**config.mk**
```make
export PLATFORM = sky130hd
export DESIGN_NAME = cmd_sequencer
export DESIGN_NICKNAME = d
export VERILOG_FILES = /design/src/rtl/cmd_sequencer.sv
export SDC_FILE = /design/constraint.sdc
export NUM_CORES = 1
export LEC_CHECK = 0
export ABC_AREA = 1
export BUFFER_PORTS_ARGS = -buffer_cell sky130_fd_sc_hd__clkbuf_2
export CAP_MARGIN = 20
export CORE_MARGIN = 4
export CORE_UTILIZATION = 57
export CTS_CLUSTER_SIZE = 25
export DETAILED_ROUTE_END_ITERATION = 6
export PLACE_DENSITY = 0.8
export SYNTH_ARGS = -nofsm -noshare
export SYNTH_HDL_FRONTEND = slang
export SYNTH_SLANG_ARGS = --single-unit
```
**constraint.sdc**
```tcl
create_clock -name clk -period 3.2 [get_ports clk]
set_input_delay 0.16 -clock clk [delete_from_list [all_inputs] [get_ports clk]]
set_output_delay 0.16 -clock clk [all_outputs]
set_load 0.1 [all_outputs]
```
**src/rtl/cmd_sequencer.sv**
```systemverilog
// Fetch/issue sequencer for the byte-coded MOV/ADD/CMP/JMP/JEQ/JGG/HLT command set.
// Fetches commands from byte-wide memory, issues data commands and resolves jumps locally.
module cmd_sequencer #(
    parameter int                ADDR_W     = 8,
    parameter logic [ADDR_W-1:0] START_ADDR = {ADDR_W{1'b0}},
    parameter int                CNT_W      = 16
) (
    input  logic              clk,
    input  logic              rst_n,
    input  logic              start,
    output logic              mem_req,
    output logic [ADDR_W-1:0] mem_addr,
    input  logic              mem_valid,
    input  logic [7:0]        mem_rdata,
    output logic              exec_valid,
    input  logic              exec_ready,
    output logic [5:0]        exec_flags,
    output logic [7:0]        exec_arg0,
    output logic [7:0]        exec_arg1,
    input  logic              flag_eq,
    input  logic              flag_gt,
    output logic [ADDR_W-1:0] pc,
    output logic              busy,
    output logic              halted,
    output logic              err_opcode,
    output logic [CNT_W-1:0]  retired
);

    typedef enum logic [2:0] {
        S_IDLE     = 3'd0,
        S_FETCH_OP = 3'd1,
        S_FETCH_B1 = 3'd2,
        S_FETCH_B2 = 3'd3,
        S_ISSUE    = 3'd4,
        S_JUMP     = 3'd5,
        S_HALT     = 3'd6
    } state_t;

    localparam logic [7:0] OP_MOV = 8'd77;
    localparam logic [7:0] OP_ADD = 8'd65;
    localparam logic [7:0] OP_CMP = 8'd67;
    localparam logic [7:0] OP_JMP = 8'd74;
    localparam logic [7:0] OP_JEQ = 8'd69;
    localparam logic [7:0] OP_JGG = 8'd71;
    localparam logic [7:0] OP_HLT = 8'd72;

    localparam logic [ADDR_W-1:0] ADDR_ONE = ADDR_W'(2'd1);
    localparam logic [ADDR_W-1:0] ADDR_TWO = ADDR_W'(2'd2);
    localparam logic [CNT_W-1:0]  CNT_ONE  = CNT_W'(1'b1);

    // Command length in bytes; zero marks an unknown opcode.
    function automatic logic [1:0] op_size(input logic [7:0] op);
        case (op)
            OP_MOV:                 op_size = 2'd3;
            OP_JMP, OP_JEQ, OP_JGG: op_size = 2'd2;
            OP_ADD, OP_CMP, OP_HLT: op_size = 2'd1;
            default:                op_size = 2'd0;
        endcase
    endfunction

    function automatic logic [5:0] op_flags(input logic [7:0] op);
        case (op)
            OP_MOV:  op_flags = 6'b100000;
            OP_ADD:  op_flags = 6'b010000;
            OP_CMP:  op_flags = 6'b001000;
            OP_JMP:  op_flags = 6'b000100;
            OP_JEQ:  op_flags = 6'b000010;
            OP_JGG:  op_flags = 6'b000001;
            default: op_flags = 6'b000000;
        endcase
    endfunction

    function automatic logic is_fetch(input state_t s);
        is_fetch = (s == S_FETCH_OP) || (s == S_FETCH_B1) || (s == S_FETCH_B2);
    endfunction

    state_t              state_r, state_s;
    logic [7:0]          op_r, op_s;
    logic [7:0]          b1_r, b1_s;
    logic [7:0]          b2_r, b2_s;
    logic [ADDR_W-1:0]   pc_r, pc_s;
    logic [CNT_W-1:0]    retired_r, retired_s;
    logic                err_r, err_s;
    logic                mem_req_r, mem_req_s;
    logic [ADDR_W-1:0]   mem_addr_r, mem_addr_s;
    logic                exec_valid_r, exec_valid_s;
    logic [5:0]          exec_flags_r, exec_flags_s;
    logic [7:0]          arg0_r, arg0_s;
    logic [7:0]          arg1_r, arg1_s;
    logic                busy_r, busy_s;
    logic                halted_r, halted_s;
    logic                mem_fire_s;
    logic                exec_fire_s;
    logic                taken_s;

    // mem_req_r is only ever high in fetch states, so this qualifies stray mem_valid away
    assign mem_fire_s  = mem_req_r & mem_valid;
    assign exec_fire_s = exec_valid_r & exec_ready;

    // Jump condition evaluated in the single JUMP cycle
    always_comb begin
        case (op_r)
            OP_JMP:  taken_s = 1'b1;
            OP_JEQ:  taken_s = flag_eq;
            OP_JGG:  taken_s = flag_gt;
            default: taken_s = 1'b0;
        endcase
    end

    // FSM state register
    always_ff @(posedge clk or negedge rst_n) begin
        if (!rst_n) begin
            state_r <= S_IDLE;
        end else begin
            state_r <= state_s;
        end
    end

    // FSM next-state logic
    always_comb begin
        state_s = state_r;
        case (state_r)
            S_IDLE, S_HALT: begin
                if (start) state_s = S_FETCH_OP;
                else       state_s = state_r;
            end
            S_FETCH_OP: begin
                if (mem_fire_s) begin
                    case (mem_rdata)
                        OP_MOV, OP_JMP, OP_JEQ, OP_JGG: state_s = S_FETCH_B1;
                        OP_ADD, OP_CMP:                 state_s = S_ISSUE;
                        default:                        state_s = S_HALT;
                    endcase
                end else begin
                    state_s = state_r;
                end
            end
            S_FETCH_B1: begin
                if (mem_fire_s) state_s = (op_r == OP_MOV) ? S_FETCH_B2 : S_JUMP;
                else            state_s = state_r;
            end
            S_FETCH_B2: begin
                if (mem_fire_s) state_s = S_ISSUE;
                else            state_s = state_r;
            end
            S_ISSUE: begin
                if (exec_fire_s) state_s = S_FETCH_OP;
                else             state_s = state_r;
            end
            S_JUMP:  state_s = S_FETCH_OP;
            default: state_s = S_IDLE;
        endcase
    end

    // FSM output logic: next values for every registered output and datapath register
    always_comb begin
        op_s      = op_r;
        b1_s      = b1_r;
        b2_s      = b2_r;
        pc_s      = pc_r;
        retired_s = retired_r;
        err_s     = err_r;
        case (state_r)
            S_IDLE, S_HALT: begin
                if (start) begin
                    pc_s  = START_ADDR;
                    err_s = 1'b0;
                end else begin
                    pc_s  = pc_r;
                    err_s = err_r;
                end
            end
            S_FETCH_OP: begin
                if (mem_fire_s) begin
                    op_s = mem_rdata;
                    b1_s = 8'd0;
                    b2_s = 8'd0;
                    if (mem_rdata == OP_HLT) begin
                        retired_s = retired_r + CNT_ONE;
                    end else if (op_size(mem_rdata) == 2'd0) begin
                        err_s = 1'b1;
                    end else begin
                        retired_s = retired_r;
                    end
                end else begin
                    op_s = op_r;
                end
            end
            S_FETCH_B1: begin
                if (mem_fire_s) b1_s = mem_rdata;
                else            b1_s = b1_r;
            end
            S_FETCH_B2: begin
                if (mem_fire_s) b2_s = mem_rdata;
                else            b2_s = b2_r;
            end
            S_ISSUE: begin
                if (exec_fire_s) begin
                    pc_s      = pc_r + ADDR_W'(op_size(op_r));
                    retired_s = retired_r + CNT_ONE;
                end else begin
                    pc_s      = pc_r;
                end
            end
            S_JUMP: begin
                if (taken_s) pc_s = ADDR_W'(b1_r);
                else         pc_s = pc_r + ADDR_TWO;
                retired_s = retired_r + CNT_ONE;
            end
            default: begin
                pc_s = pc_r;
            end
        endcase

        // A completing read forces one idle request cycle before the next fetch.
        mem_req_s = is_fetch(state_s) & ~mem_fire_s;
        case (state_s)
            S_FETCH_OP: mem_addr_s = pc_s;
            S_FETCH_B1: mem_addr_s = pc_s + ADDR_ONE;
            S_FETCH_B2: mem_addr_s = pc_s + ADDR_TWO;
            default:    mem_addr_s = {ADDR_W{1'b0}};
        endcase

        exec_valid_s = (state_s == S_ISSUE);
        if (exec_valid_s) begin
            exec_flags_s = op_flags(op_s);
            arg0_s       = b1_s;
            arg1_s       = b2_s;
        end else begin
            exec_flags_s = 6'd0;
            arg0_s       = 8'd0;
            arg1_s       = 8'd0;
        end

        busy_s   = (state_s != S_IDLE) && (state_s != S_HALT);
        halted_s = (state_s == S_HALT);
    end

    // Datapath and output registers
    always_ff @(posedge clk or negedge rst_n) begin
        if (!rst_n) begin
            op_r         <= 8'd0;
            b1_r         <= 8'd0;
            b2_r         <= 8'd0;
            pc_r         <= START_ADDR;
            retired_r    <= {CNT_W{1'b0}};
            err_r        <= 1'b0;
            mem_req_r    <= 1'b0;
            mem_addr_r   <= {ADDR_W{1'b0}};
            exec_valid_r <= 1'b0;
            exec_flags_r <= 6'd0;
            arg0_r       <= 8'd0;
            arg1_r       <= 8'd0;
            busy_r       <= 1'b0;
            halted_r     <= 1'b0;
        end else begin
            op_r         <= op_s;
            b1_r         <= b1_s;
            b2_r         <= b2_s;
            pc_r         <= pc_s;
            retired_r    <= retired_s;
            err_r        <= err_s;
            mem_req_r    <= mem_req_s;
            mem_addr_r   <= mem_addr_s;
            exec_valid_r <= exec_valid_s;
            exec_flags_r <= exec_flags_s;
            arg0_r       <= arg0_s;
            arg1_r       <= arg1_s;
            busy_r       <= busy_s;
            halted_r     <= halted_s;
        end
    end

    assign mem_req    = mem_req_r;
    assign mem_addr   = mem_addr_r;
    assign exec_valid = exec_valid_r;
    assign exec_flags = exec_flags_r;
    assign exec_arg0  = arg0_r;
    assign exec_arg1  = arg1_r;
    assign pc         = pc_r;
    assign busy       = busy_r;
    assign halted     = halted_r;
    assign err_opcode = err_r;
    assign retired    = retired_r;

endmodule

```
---- Yosys cells after proc, flatten, opt, wreduce, memory -nomap -nowiden ----
Cells that the tools add are included.
storage, ports and cells
  register bits after elaboration ......... 86
  word-level logic and storage cells ...... 121
  input port bits ......................... 15
  output and inout port bits .............. 59
cells by class
  add/subtract/negate cells ............... 5
  mux-type cells .......................... 42
  equal/unequal tests ..................... 38
  bitwise operators ....................... 4
  reduce and logical (&&, ||, !) cells .... 17
operators by type and width
  operator               number
  $eq 8x7->1 const B     20
  $mux 8                 11
  $mux 16                3
  $pmux 16 s3            1
  $pmux 8 s3             2
  $pmux 6 s6             1
  $pmux 8 s2             2
  $mux 3                 6
  $pmux 3 s6             1
  $add 16x1->16 const B  1
  $add 8x2->8 const B    2
  $eq 3x3->1 const B     5
  $eq 3x2->1 const B     4
  $ne 2x2->1 const B     6
  $pmux 2 s3             2
  $reduce_or 3->1        4
  $mux 2                 5
  $add 8x1->8 const B    1
  $add 8x2->8            1
  $eq 3x1->1 const B     2
  $mux 6                 1
  $pmux 3 s2             1
  $reduce_bool 3->1      2
  $reduce_and 5->1       1
  14 further kinds       21

---- Logic depth before layout (Yosys ltp) ----
  word-level depth ........................ 11
  mapped depth ............................ 22
  mapped depth without buffers ............ 22

---- Worst setup path before layout ----
Ideal clock, no wire load.
  path type ............................... register to register
  start point ............................. reg pc_r[0], in the netlist pc[0]
  end point ............................... reg mem_addr_r[3], in the netlist mem_addr[3]
  clock period less this slack ............ 2.965 ns
  stages on the path, launching flop included .. 15
  path slack .............................. 0.235 ns
  arrival time ............................ 2.843 ns
  path buffers ............................ 0
  required time ........................... 3.078 ns
  setup time .............................. 0.122 ns
  cells stage by stage .................... dfrtp_1 > ha_1 > inv_1 > fa_1 > nor2_1 > a21oi_1 > nand2_1 > nor2_1 > inv_1 > ha_1 > inv_1 > nor2_2 > xor2_1 > nand2_1 > o31ai_2
between the ends
  cells in the longest elaborated chain, start to end .. 5
  elaborated cells between the ends (all ways) .. 9
  those cells by class .................... 4 x add/sub; 5 x mux
RTL lines
  what                                        line      source
  start: declaration                          81        logic [ADDR_W-1:0] pc_r, pc_s;
  start signal: assignment                    260       pc_r <= pc_s;
  $add 8x2->8 (on tied branches)              207, 199
  $mux 8 (on tied branches)                   206, 198
  $pmux 8 s3 (*)                              163       case (state_r)
  net pc_s[1]                                 81
  $add 8x2->8 or $add 8x1->8 (tied branches)  220, 219
  $pmux 8 s3 (*)                              217       case (state_s)
  net mem_addr_s[3]                           85        logic [ADDR_W-1:0] mem_addr_r, mem_addr_s;
  end signal: assignment                      249       mem_addr_r <= {ADDR_W{1'b0}};
  end signal: assignment                      264       mem_addr_r <= mem_addr_s;
  end: declaration                            85
The timed path passes the listed nets; every way through them passes the cells marked *.
A chain may end at the register's enable or synchronous reset.

---- Worst setup path in the final report ----
  start point ............................. reg op_r[1]
  end point ............................... reg mem_addr_r[3], in the netlist mem_addr[3]
between the ends
  cells in the longest elaborated chain, start to end .. 10
  elaborated cells between the ends (all ways) .. 26
  those cells by class .................... 3 x add/sub; 10 x eq/ne; 11 x mux; 2 x reduce/logical
RTL lines
  what                                        line      source
  start: declaration                          78        logic [7:0] op_r, op_s;
  start signal: assignment                    257       op_r <= op_s;
  $eq 8x7->1 (on tied branches)               53, 102
  $reduce_or 3->1                             53        case (op)
  $pmux 2 s3                                  53
  $mux 2                                      198       if (exec_fire_s) begin
  $mux 2                                      163
  $add 8x2->8                                 199       pc_s = pc_r + ADDR_W'(op_size(op_r));
  $mux 8                                      198
  $pmux 8 s3 (*)                              163
  net pc_s[1]                                 81
  $add 8x2->8 or $add 8x1->8 (tied branches)  220, 219
  $pmux 8 s3 (*)                              217
  net mem_addr_s[3]                           85
The timed path passes the listed nets; every way through them passes the cells marked *. The select of a mux whose other input is x is not followed.

==> flow_summary.toml <==
[setup_path]
cp_slowest_cell = "fa_1"
critPathRequiredTime_ps = 3440
worstSetupPathType = "reg -> reg"
cp-start-kind = "flip-flop"
crit_top_cell = "inv_1"
slowest_delay_ps = 480
rrSetupSlack_ps = 180
r2r_cells = 21
reg2reg_from = "op_r[1]"
crit_buf_inv = 5
r2r_end = "mem_addr[3]"
crit_family = "adder cells"
path_cells = "inv_1 -> nand2_2 -> nor2_2 -> o21ai_0 -> o31ai_1 -> nand2_1 -> inv_1 -> ha_1 -> inv_1 -> fa_1 -> nor2_1 -> a21oi_1 -> nand2_1 -> nor2_4 -> inv_2 -> ha_2 -> inv_1 -> nor2_4 -> xor2_1 -> nand2_1 -> o31ai_2"
crit_fanout = 4
crit_path_end_kind = "flip-flop"
crit_arrival_ps = 3260

[clocking]
cts.sinks = 86
worstSkewPairLatency_ps = 360
h-tree-depth = 3
cts_tree = "done"
cts_buffers = 9
cts.path.max_buffers = 2
clk_pin_slew_worst_paths_ps = 90
clockRootBuffer = "clkbuf_8"

[synthesis]
avgSynthCellArea_um2 = 7.94
synth-edff-count = 0
ys_ff_latch = 86
ys.flop_type = "dfrtp_1"
synth_area_mm2 = 0.00469
yosys_warnings = 0
synthCells = 591
synth_seq_area_share = 0.458
postSynth.asyncResetShare = 1.00
ys_types = 40
syn_nets = 613

[die]
die_height_um = 98.8
rows = 32
die_w_um = 98.8
io_pins = 74
initial_core_util = 0.598
design.die.area_mm2 = 0.00975
core_mm2 = 0.00785

[route]
firstDrtPassIters = 7
vias = 4377
detail_route.wirelength_um = 11700
ant_nets = 0
drc = 0
wl_per_cell_um = 15.0
drt-initial-drc-count = 279
avgViaCountPerCell = 5.58

[pwr]
total_power_mw = 4.42
powerDensity_mw_per_mm2 = 808
p_leak_nw = 2.88
ir_drop_uv = 726

[timing]
max_slew_margin = 0.614
hold_viol = 0
tightest_slew_ps = 577
fmax_mhz = 332
fin_ws_ps = 185
min_period_ps = 3020
whs_ps = 108
maxSlewViolCount = 0
fin_skew_ps = 15.6
timing.final.crit_share = 0.942
finalSetupViolations = 0

[flow_run]
drv_cap = 0

[grt]
grt_start_max_net_pins = 87
overflow = 0
grt_pass1_vias = 4113
grt_pass1_wl_um = 19300
grt_use_total = 0.242
antenna_found_initial = 0

[final_layout]
num-fill-cells = 677
drive_gt1_frac = 0.236
final_cell_mix = "nand2_1, dfrtp_1, nor2_1, clkbuf_2, inv_1"
final_nets = 700
n_antenna_cell = 0
fin_cells = 785
area_growth_pct = 16.5
final_common_cell = "nand2_1"

[placed_design]
io_buffers = 73
dp.cells = 763
place_ws_ps = 94.4
gp_congestion = 0.903
dp_hpwl_um = 8530

[min_path]
hold_end = "op_r[7]"
holdCritStartpoint = "mem_rdata[7]"
holdCritPathClass = "in -> reg"
whs_path_depth = 3

[outcome]
outcome = "complete, no violations"
[cell usage after synthesis (7+ instances only)]
cell / instances / share of area
inv_2: 10 / 0.0080
a21oi_1: 30 / 0.032
o21ai_0: 26 / 0.028
nor2_1: 76 / 0.061
inv_1: 71 / 0.057
nor2_2: 11 / 0.015
nand2_2: 7 / 0.0093
nand4_1: 20 / 0.027
nand3_1: 37 / 0.039
nand3_2: 13 / 0.028
nand2_1: 128 / 0.10
xor2_1: 11 / 0.021
nor3_1: 13 / 0.014
dfrtp_1: 86 / 0.46
xnor2_1: 7 / 0.013
[where the power goes]
group | switching (mW) | leakage (nW) | internal (mW)
sequential | 0.193 | 1.15 | 1.32
clock | 0.438 | 0.0984 | 0.302
combinational | 1.70 | 1.63 | 0.466
total | 2.33 | 2.88 | 2.09
[worst max-delay path by stage]
stage                  from           to  slack (ps)  cells after the start
detailed placement  op_r[1]  mem_addr[5]          90                     21
global placement    op_r[1]  mem_addr[3]         240                     21
CTS                 op_r[1]  mem_addr[5]          50                     21
global route        op_r[1]  mem_addr[3]         -20                     21
finish              op_r[1]  mem_addr[3]         180                     21
floorplan             pc[0]  mem_addr[3]         230                     14
[per-layer routing]
layer | up-vias | global-route usage | part of all wire
met2 | 168 | 0.395 | 0.49
met1 | 2097 | 0.332 | 0.43
met4 | 0 | 0.0798 | 0.015
li1 | 2089 | - | -
met5 | - | 0 | 0
met3 | 23 | 0.0375 | 0.057
[cell families (layout without fill, tap and decap cells)]
logic type      count (synthesis)  after routing  synth area share
compound gates                 71             71            0.0874
xor+xnor                       18             18            0.0336
fa+ha+maj                       7              7            0.0203
buf+inv                        87            179            0.0717
flops                          86             86             0.458
mux                             1              1           0.00213
simple gates                  321            321             0.326
[registers in the layout, indices dropped and copies added (netlist names), 3 cells and up]
name,flops
b1_r,8
b2_r,8
exec_arg0,8
exec_arg1,8
exec_flags,6
mem_addr,8
op_r,8
pc,8
retired,16
state_r,3
[worst reg2reg max path, cell delays in order (launching register included)]
cell     delay (ps)
dfrtp_1         390
inv_1           100
nand2_2          70
nor2_2          140
o21ai_0         110
o31ai_1          80
nand2_1          80
inv_1            70
ha_1            160
inv_1            50
fa_1            480
nor2_1           40
a21oi_1         120
nand2_1         100
nor2_4          160
inv_2            70
ha_2            210
inv_1            90
nor2_4           50
xor2_1          160
nand2_1          90
o31ai_2          70
[what timing repair did]
action,CTS,global route
endpoints found under the setup margin,0,7
resized for setup,0,11
hold endpoints to repair,0,34
setup buffers,0,4
hold buffers,0,1
[per-stage QoR]
| stage | util | cell area (µm²) | TNS [ps] |
|---|---|---|---|
| after floorplan | - | 4690 | 0 |
| after global placement | 0.660 | 5180 | 0 |
| after detailed placement | 0.660 | 5180 | 0 |
| after CTS | 0.684 | 5370 | 0 |
| after global routing | 0.697 | 5470 | -48.4 |
| final | 0.697 | 5470 | 0 |
[area by class of cell]
class	instances	area (µm²)	area share
inverters	81	304	0.0556
clock buffers	9	124	0.0226
flip-flops and latches	86	2150	0.394
multi-input cells	418	2240	0.410
clock inverters	7	62.6	0.0114
well taps	102	128	0.0233
repair buffers	82	458	0.0837
Note: power is estimated with default switching activity, not from simulation.
